<file path="src/rtl/dcache_ctrl.sv">
// Direct-mapped, write-back, write-allocate data-cache controller with registered outputs.
// Optional hit/miss statistics counters are built only when DCACHE_STATS_EN is defined.
module dcache_ctrl #(
    parameter int WORD_W  = 32,
    parameter int BLOCK_W = 128,
    parameter int LINES   = 16
) (
    input  logic               clk,
    input  logic               rst,
    input  logic [WORD_W-1:0]  cpu_addr,
    input  logic               cpu_rd,
    input  logic               cpu_wr,
    input  logic [WORD_W-1:0]  cpu_wdata,
    output logic [WORD_W-1:0]  cpu_rdata,
    output logic               cpu_ready,
    output logic [WORD_W-1:0]  mem_addr,
    output logic               mem_readable,
    output logic               mem_writable,
    output logic [BLOCK_W-1:0] mem_write,
    input  logic [BLOCK_W-1:0] mem_out1,
    input  logic [BLOCK_W-1:0] mem_out2,
    output logic [31:0]        hit_count,
    output logic [31:0]        miss_count
);

    localparam int OFF_W  = $clog2(BLOCK_W / 8);
    localparam int WSEL_W = $clog2(BLOCK_W / WORD_W);
    localparam int IDX_W  = $clog2(LINES);
    localparam int TAG_W  = WORD_W - IDX_W - OFF_W;
    localparam int BYTE_W = OFF_W - WSEL_W;

    typedef enum logic [2:0] {IDLE, WB, FILL_REQ, FILL_WAIT, RESP} state_t;

    state_t state, state_nxt;

    logic [BLOCK_W-1:0] line_data [LINES];
    logic [TAG_W-1:0]   line_tag  [LINES];
    logic [LINES-1:0]   line_valid;
    logic [LINES-1:0]   line_dirty;

    logic [TAG_W-1:0]   lat_tag;
    logic [IDX_W-1:0]   lat_idx;
    logic [WSEL_W-1:0]  lat_wsel;
    logic [WORD_W-1:0]  lat_wdata;
    logic               lat_store;

    logic [WORD_W-1:0]  cpu_rdata_nxt;
    logic               cpu_ready_nxt;
    logic [WORD_W-1:0]  mem_addr_nxt;
    logic               mem_readable_nxt;
    logic               mem_writable_nxt;
    logic [BLOCK_W-1:0] mem_write_nxt;

    logic [TAG_W-1:0]   req_tag;
    logic [IDX_W-1:0]   req_idx;
    logic [WSEL_W-1:0]  req_wsel;
    logic               req;
    logic               hit;
    logic               idle_req;
    logic               unused_bits;

    // Word 0 sits in the most significant slice of a block (big-endian order).
    function automatic logic [WORD_W-1:0] get_word(input logic [BLOCK_W-1:0] blk,
                                                   input logic [WSEL_W-1:0]  sel);
        return blk[BLOCK_W-1-int'(sel)*WORD_W -: WORD_W];
    endfunction

    function automatic logic [BLOCK_W-1:0] put_word(input logic [BLOCK_W-1:0] blk,
                                                    input logic [WSEL_W-1:0]  sel,
                                                    input logic [WORD_W-1:0]  w);
        logic [BLOCK_W-1:0] r;
        r = blk;
        r[BLOCK_W-1-int'(sel)*WORD_W -: WORD_W] = w;
        return r;
    endfunction

    assign req_tag     = cpu_addr[WORD_W-1 -: TAG_W];
    assign req_idx     = cpu_addr[OFF_W +: IDX_W];
    assign req_wsel    = cpu_addr[OFF_W-1 -: WSEL_W];
    assign req         = cpu_rd | cpu_wr;
    assign hit         = line_valid[req_idx] && (line_tag[req_idx] == req_tag);
    assign idle_req    = (state == IDLE) && req;
    assign unused_bits = ^{mem_out2, cpu_addr[BYTE_W-1:0]};

    always_comb begin
        state_nxt        = state;
        cpu_rdata_nxt    = '0;
        cpu_ready_nxt    = 1'b0;
        mem_addr_nxt     = '0;
        mem_readable_nxt = 1'b0;
        mem_writable_nxt = 1'b0;
        mem_write_nxt    = '0;
        case (state)
            IDLE: begin
                if (req) begin
                    if (hit) begin
                        cpu_ready_nxt = 1'b1;
                        cpu_rdata_nxt = cpu_wr ? cpu_wdata : get_word(line_data[req_idx], req_wsel);
                    end else if (line_valid[req_idx] && line_dirty[req_idx]) begin
                        state_nxt        = WB;
                        mem_writable_nxt = 1'b1;
                        mem_addr_nxt     = {line_tag[req_idx], req_idx, {OFF_W{1'b0}}};
                        mem_write_nxt    = line_data[req_idx];
                    end else begin
                        state_nxt        = FILL_REQ;
                        mem_readable_nxt = 1'b1;
                        mem_addr_nxt     = {req_tag, req_idx, {OFF_W{1'b0}}};
                    end
                end
            end
            WB: begin
                state_nxt        = FILL_REQ;
                mem_readable_nxt = 1'b1;
                mem_addr_nxt     = {lat_tag, lat_idx, {OFF_W{1'b0}}};
            end
            FILL_REQ: state_nxt = FILL_WAIT;
            FILL_WAIT: begin
                state_nxt     = RESP;
                cpu_ready_nxt = 1'b1;
                cpu_rdata_nxt = lat_store ? lat_wdata : get_word(mem_out1, lat_wsel);
            end
            RESP: state_nxt = IDLE;
            default: state_nxt = IDLE;
        endcase
    end

    always_ff @(posedge clk) begin
        if (rst) begin
            state        <= IDLE;
            line_valid   <= '0;
            line_dirty   <= '0;
            cpu_rdata    <= '0;
            cpu_ready    <= 1'b0;
            mem_addr     <= '0;
            mem_readable <= 1'b0;
            mem_writable <= 1'b0;
            mem_write    <= '0;
        end else begin
            state        <= state_nxt;
            cpu_rdata    <= cpu_rdata_nxt;
            cpu_ready    <= cpu_ready_nxt;
            mem_addr     <= mem_addr_nxt;
            mem_readable <= mem_readable_nxt;
            mem_writable <= mem_writable_nxt;
            mem_write    <= mem_write_nxt;
            if (idle_req && hit && cpu_wr)
                line_dirty[req_idx] <= 1'b1;
            if (state == WB)
                line_dirty[lat_idx] <= 1'b0;
            if (state == FILL_WAIT) begin
                line_valid[lat_idx] <= 1'b1;
                line_dirty[lat_idx] <= lat_store;
            end
        end
    end

    // Line storage and request latches carry no reset; valid bits guard them.
    always_ff @(posedge clk) begin
        if (!rst) begin
            if (idle_req && hit && cpu_wr)
                line_data[req_idx] <= put_word(line_data[req_idx], req_wsel, cpu_wdata);
            if (state == FILL_WAIT) begin
                line_data[lat_idx] <= lat_store ? put_word(mem_out1, lat_wsel, lat_wdata) : mem_out1;
                line_tag[lat_idx]  <= lat_tag;
            end
        end
        if (idle_req) begin
            lat_tag   <= req_tag;
            lat_idx   <= req_idx;
            lat_wsel  <= req_wsel;
            lat_wdata <= cpu_wdata;
            lat_store <= cpu_wr;
        end
    end

`ifdef DCACHE_STATS_EN
    always_ff @(posedge clk) begin
        if (rst) begin
            hit_count  <= '0;
            miss_count <= '0;
        end else if (idle_req) begin
            if (hit)
                hit_count <= hit_count + 32'd1;
            else
                miss_count <= miss_count + 32'd1;
        end
    end
`else
    assign hit_count  = '0;
    assign miss_count = '0;
`endif

endmodule

</file>
<file path="config.mk">
export PLATFORM = sky130hd
export DESIGN_NAME = dcache_ctrl
export DESIGN_NICKNAME = d
export VERILOG_FILES = /design/src/rtl/dcache_ctrl.sv
export SDC_FILE = /design/constraint.sdc
export NUM_CORES = 2
export LEC_CHECK = 0
export ABC_AREA = 0
export CORE_ASPECT_RATIO = 0.7
export CORE_MARGIN = 3
export CORE_UTILIZATION = 45
export DETAILED_ROUTE_END_ITERATION = 10
export HOLD_SLACK_MARGIN = 0.12
export PLACE_DENSITY = 0.68
export SKIP_LAST_GASP = 1
export SLEW_MARGIN = 0
export SYNTH_ARGS = -nofsm -noshare
export SYNTH_HDL_FRONTEND = slang
export SYNTH_SLANG_ARGS = --single-unit
</file>
<file path="constraint.sdc">
create_clock -name clk -period 14.2 [get_ports clk]
set_input_delay 2.84 -clock clk [delete_from_list [all_inputs] [get_ports clk]]
set_output_delay 2.84 -clock clk [all_outputs]
set_load 0.005 [all_outputs]
</file>
* After elaboration in Yosys (flattened, before gate mapping)
Memories as Yosys holds them, arrays and structs flattened.
Index checks and enable logic that the tools add are counted.
** Cells by class
- Equal/unequal tests :: 6
- $lt $le $gt $ge :: 4
- Add/subtract/negate cells :: 4
- Multiplexer cells :: 47
- Reduce and logical (&&, ||, !) cells :: 12
- Bitwise operators :: 8
- Shifts and indexed selects :: 6
** Operators with widths (count)
- variable shift 32 x 33 -> 159 bit (first input constant) :: 2
- indexed part select 159 x 8 -> 32 bit :: 2
- indexed part select 32 x 33 -> 159 bit :: 2
- bitwise mux 128 bit :: 2
- 2-to-1 mux 128 bit :: 2
- 2-to-1 mux 32 bit :: 7
- case mux 32 bit (2 select lines) :: 2
- OR reduction 128 bit :: 1
- 2-to-1 mux 16 bit :: 5
- negator 8 -> 33 bit :: 2
- bitwise OR 16 bit :: 2
- equality test 24 bit :: 1
- 2-to-1 mux 1 bit :: 17
- bitwise AND 16 bit :: 1
- bitwise mux 16 bit :: 1
- NOT 16 bit :: 1
- subtractor 7 x 7 -> 8 bit (first input constant) :: 2
- case mux 3 bit (4 select lines) :: 1
- less-than comparator 4 x 5 -> 1 bit (second input constant) :: 2
- binary-select mux 1 bit (select 4 bit) :: 2
- demux 1 bit (select 4 bit) :: 2
- greater-or-equal comparator 4 x 1 -> 1 bit (second input constant) :: 2
- logical AND 1 bit :: 7
- equality test 3 x 2 -> 1 bit (second input constant) :: 2
- other kinds (12) :: 17
** Storage, ports and cells
- Output and inout port bits :: 259
- Word-level logic and storage cells :: 103
- Input port bits :: 324
- Bits in registers :: 293
- Memory bits (writable) :: 2432
- Memories :: 2
** Memories
- line_data :: depth 16, width 128, rd ports 1, clocked after memory_dff 0, wr ports 1, line 36 : logic [BLOCK_W-1:0] line_data [LINES];
- line_tag :: depth 16, width 24, rd ports 1, clocked after memory_dff 0, wr ports 1, line 37 : logic [TAG_W-1:0] line_tag [LINES];

* Longest topological paths before layout
- Depth in word-level cells :: 12
- Depth in mapped cells :: 16
- Depth with buffers taken out :: 8

* Worst setup path after synthesis
OpenSTA, ideal clock, no wires.
- Path type :: input port to flip-flop
- From :: in cpu_addr[5]
- To :: mem line_data[11][0], enable pin
- Stages :: 11
- Library setup time :: 658 ps
- Required time :: 13542 ps
- Arrival time :: 11775 ps
- Path slack :: 1767 ps
- Buffers on the path :: 3
- Path through :: clkbuf_1 -> buf_2 -> buf_2 -> mux4_2 -> a221oi_1 -> nor2_1 -> o21ai_1 -> o2111ai_1 -> or4_1 -> or4_1 -> a21oi_1
** Between the ends
- Cells in the longest elaborated chain, start to end :: 9
- Elaborated cells between the ends (all ways) :: 12
- Classes of those cells :: 1 x eq/ne; 7 x mux; 3 x reduce/logical; 1 x memory
** Ends and longest elaborated chain
- start: declaration :: line 10 : input logic [WORD_W-1:0] cpu_addr,
- memory read (16 x 24 bit) or binary-select mux 1 bit (select 4 bit) (tied branches)
- equality test 24 bit or 2-to-1 mux 1 bit (tied branches) :: line 81 : assign hit = line_valid[req_idx] && (line_tag[req_idx] == req_tag);
- logical AND 1 bit :: line 81
- logical AND 1 bit (2 in series) :: line 160 : if (idle_req && hit && cpu_wr)
- 2-to-1 mux 1 bit :: line 160
- 2-to-1 mux 1 bit :: line 159 : if (!rst) begin
- 2-to-1 mux 1 bit (implied by the code) :: line 161 : line_data[req_idx] <= put_word(line_data[req_idx], req_wsel, cpu_wdata);
- 2-to-1 mux 1 bit (no source line)
- end: declaration :: line 36
Parallel ways exist; a longest one is shown, timed or not. The select of a mux whose other input is x is not followed.

* Worst setup path after layout
- From :: in cpu_addr[5]
- To :: mem line_data[7][113], enable pin
Same word-level chain as after synthesis.

==> impl_metrics.json <==
{
  "yosys.area.top_type_share_pct": 68.2,
  "fin_worst_skew_ns": 0.118,
  "pwr-share-comb_pct": 7.9,
  "fin_setup_tns_ns": 0,
  "wl_per_cell_um": 32.9,
  "synth_cell_type_count": 72,
  "ys_seq_area_share_pct": 72.3,
  "rsz0062_at_grt": "false",
  "grt_max_degree": 142,
  "initial_core_util_pct": 45.3,
  "asyncSetResetFlopFracSynth_pct": 0,
  "post-place-ws_ns": 4.01,
  "seqPwrFrac_pct": 52.1,
  "clkTransAtPathRegs_ns": 0.06,
  "power_leakage_nw": 41.4,
  "fin_crit_sh_pct": 64.4,
  "num_vias": 62300,
  "power_density_nw_per_um2": 137,
  "yosysMostFrequentCell": "edfxtp_1",
  "switchingPower_mw": 3.93,
  "postSynthAreaPerCell_um2": 18.3,
  "hpwl_um": 184000,
  "ctsResizeCount": 0,
  "vias_per_cell": 6.31,
  "setup_slack_ns": 5.06,
  "ys.warnings.count": 0,
  "crit_required_ns": 14.68,
  "track_usage_pct": 25.7,
  "internal-power_mw": 13.3,
  "cts_setup_buffers": 0,
  "clock.fmax_mhz": 109,
  "die_y_um": 419,
  "hold_viol": 0,
  "cp.arrival_ns": 9.62,
  "drtIter0Drc": 8559,
  "vdd_drop_max_mv": 0.131,
  "cts_hold_repair.buffers": 0,
  "p_total_mw": 17.3,
  "min_period_ns": 9.14,
  "p_clk_share_pct": 39.9,
  "gp_congestion": 0.942,
  "area_growth_pct": 14.9,
  "die-area_um2": 250000,
  "final_nets": 6755,
  "drive_above_1_share_pct": 20.7,
  "setup_viol": 0,
  "violations": "capacitance limit",
  "crit_type": "in -> reg",
  "synth_ff_type": "edfxtp_1",
  "final_util_pct": 52.0,
  "yosysTopAreaCell": "edfxtp_1",
  "first_pass_iters": 8,
  "clk_latency_ns": 0.94,
  "core_area_um2": 242000,
  "clk_path_buf_depth": 4,
  "synth_edf_count": 2495,
  "grt-ovfl-total": 0,
  "grt_antenna_before_repair": 27,
  "ant_nets": 0,
  "grt_pass1_wl_um": 457000,
  "wl_um": 325000,
  "critical_path.max_fanout": 81,
  "netlist_area_um2": 110000,
  "h-tree-depth": 4,
  "synth-seq-cells": 2721,
  "port_buffers": 384,
  "synthCells": 6015,
  "cts_tree": "done",
  "num_rows": 151,
  "io_pins": 583,
  "status": "complete, but fails checks",
  "ys_top_cells_by_count": "edfxtp_1, mux4_2, nand2_1",
  "first_global_vias": 60800,
  "fillers": 19000,
  "numCtsBuffers": 248,
  "root_buffer": "clkbuf_16",
  "die_w_um": 596,
  "cp-start-kind": "input pin",
  "relSlewSlack_pct": 0.865,
  "switching_share_pct": 22.8,
  "hp-class": "reg -> reg",
  "drc": 0,
  "cap_viol_max_count": 1,
  "slew_violations": 0,
  "cts.sinks": 2721,
  "worst_slew_pin_slew_ns": 1.47,
  "critPathCaptureType": "flip-flop",
  "synth_area_leaders": "edfxtp_1, mux4_2, dfxtp_1"
}
-- logic make-up (layout without fill, tap and decap cells) --
group	after synthesis	in the layout	synth area share (%)
buf+inv	542	1098	2.34
simple gates	1006	1006	3.92
compound gates	706	706	4.18
xor+xnor	24	24	0.191
mux	1015	1015	17.0
flops	2721	2721	72.3
other cells	1	88	0.00341
-- worst paths after layout --
| path | startpoint | slack, ns | cells past startpoint | to |
|---|---|---|---|---|
| worst min register to register | line_valid[11]$_SDFFE_PP0P_ | 0.45 | 1 | line_valid[11]$_SDFFE_PP0P_ |
| worst max-delay path | cpu_addr[5] | 5.06 | 12 | line_data[7][113]$_DFFE_PP_ |
| worst min-delay path | line_valid[11]$_SDFFE_PP0P_ | 0.45 | 1 | line_valid[11]$_SDFFE_PP0P_ |
| worst max register to register | line_tag[12][21]$_DFFE_PP_ | 8.63 | 10 | line_data[7][113]$_DFFE_PP_ |
-- routing by layer --
layer,GRT usage (%),routed length [um]
met5,0,36
met4,11.3,15500
met3,7.11,39600
met2,38.3,147000
met1,35.4,123000
-- sequential cells by signal, indices dropped and copies added (netlist names) --
name	count
line_data	2048
line_tag	384
mem_write	128
cpu_rdata	32
lat_wdata	32
mem_addr	28
lat_tag	24
line_dirty	16
line_valid	16
lat_idx	4
state	3
lat_wsel	2
cpu_ready	1
lat_store	1
mem_readable	1
mem_writable	1
-- critical path, stage by stage --
cell	delay, ns
buf_8	0.41
buf_4	0.66
nor2b_2	0.93
a22o_1	0.30
nor3_1	0.07
a2111oi_0	0.67
o211ai_1	0.31
or4_4	0.66
or4_1	0.71
a21oi_4	0.22
buf_4	0.81
buf_12	0.52
-- metrics by stage --
| stage | hold WS, ns | area (um2) | instances |
|---|---|---|---|
| global route | 0.457 | 126000 | 9863 |
| detailed placement | 0.435 | 118000 | 9393 |
| floorplan | 0.421 | 110000 | 6082 |
| global placement | 0.428 | 118000 | 9393 |
| finish | 0.448 | 126000 | 9871 |
| CTS | 0.451 | 126000 | 9850 |
-- layout make-up --
type,count,area (um2),share of cell area (%)
clock buffer,314,6800,5.39
timing repair buffer,562,5470,4.34
sequential,2721,79400,63.0
tap,3213,4020,3.19
multi-input combinational,2819,28500,22.6
clock inverter,143,1540,1.22
inverter,79,312,0.247
antenna,20,50.0,0.0397
-- power groups by stage --
stage | Clock (mW) | Combinational [mW] | Sequential (mW)
after floorplan | 0 | 0.779 | 9.16
after global placement | 0 | 1.30 | 9.17
after detailed placement | 0 | 1.33 | 9.18
after CTS | 6.97 | 1.34 | 9.01
after global routing | 7.30 | 1.44 | 9.01
final | 6.90 | 1.37 | 9.01
-- cell usage in the layout, fill, tap and decap left out, types with 96 or more instances in the layout --
cell type and count:
a211oi_1 104, a21oi_1 96, buf_4 156, clkbuf_16 254, clkdlybuf4s50_1 378, dfxtp_1 226
edfxtp_1 2495, mux2i_1 290, mux4_2 677, nand2_1 527, nor2_1 188, nor3_1 145
o21ai_0 164
Note: power is estimated with default switching activity, not from simulation.
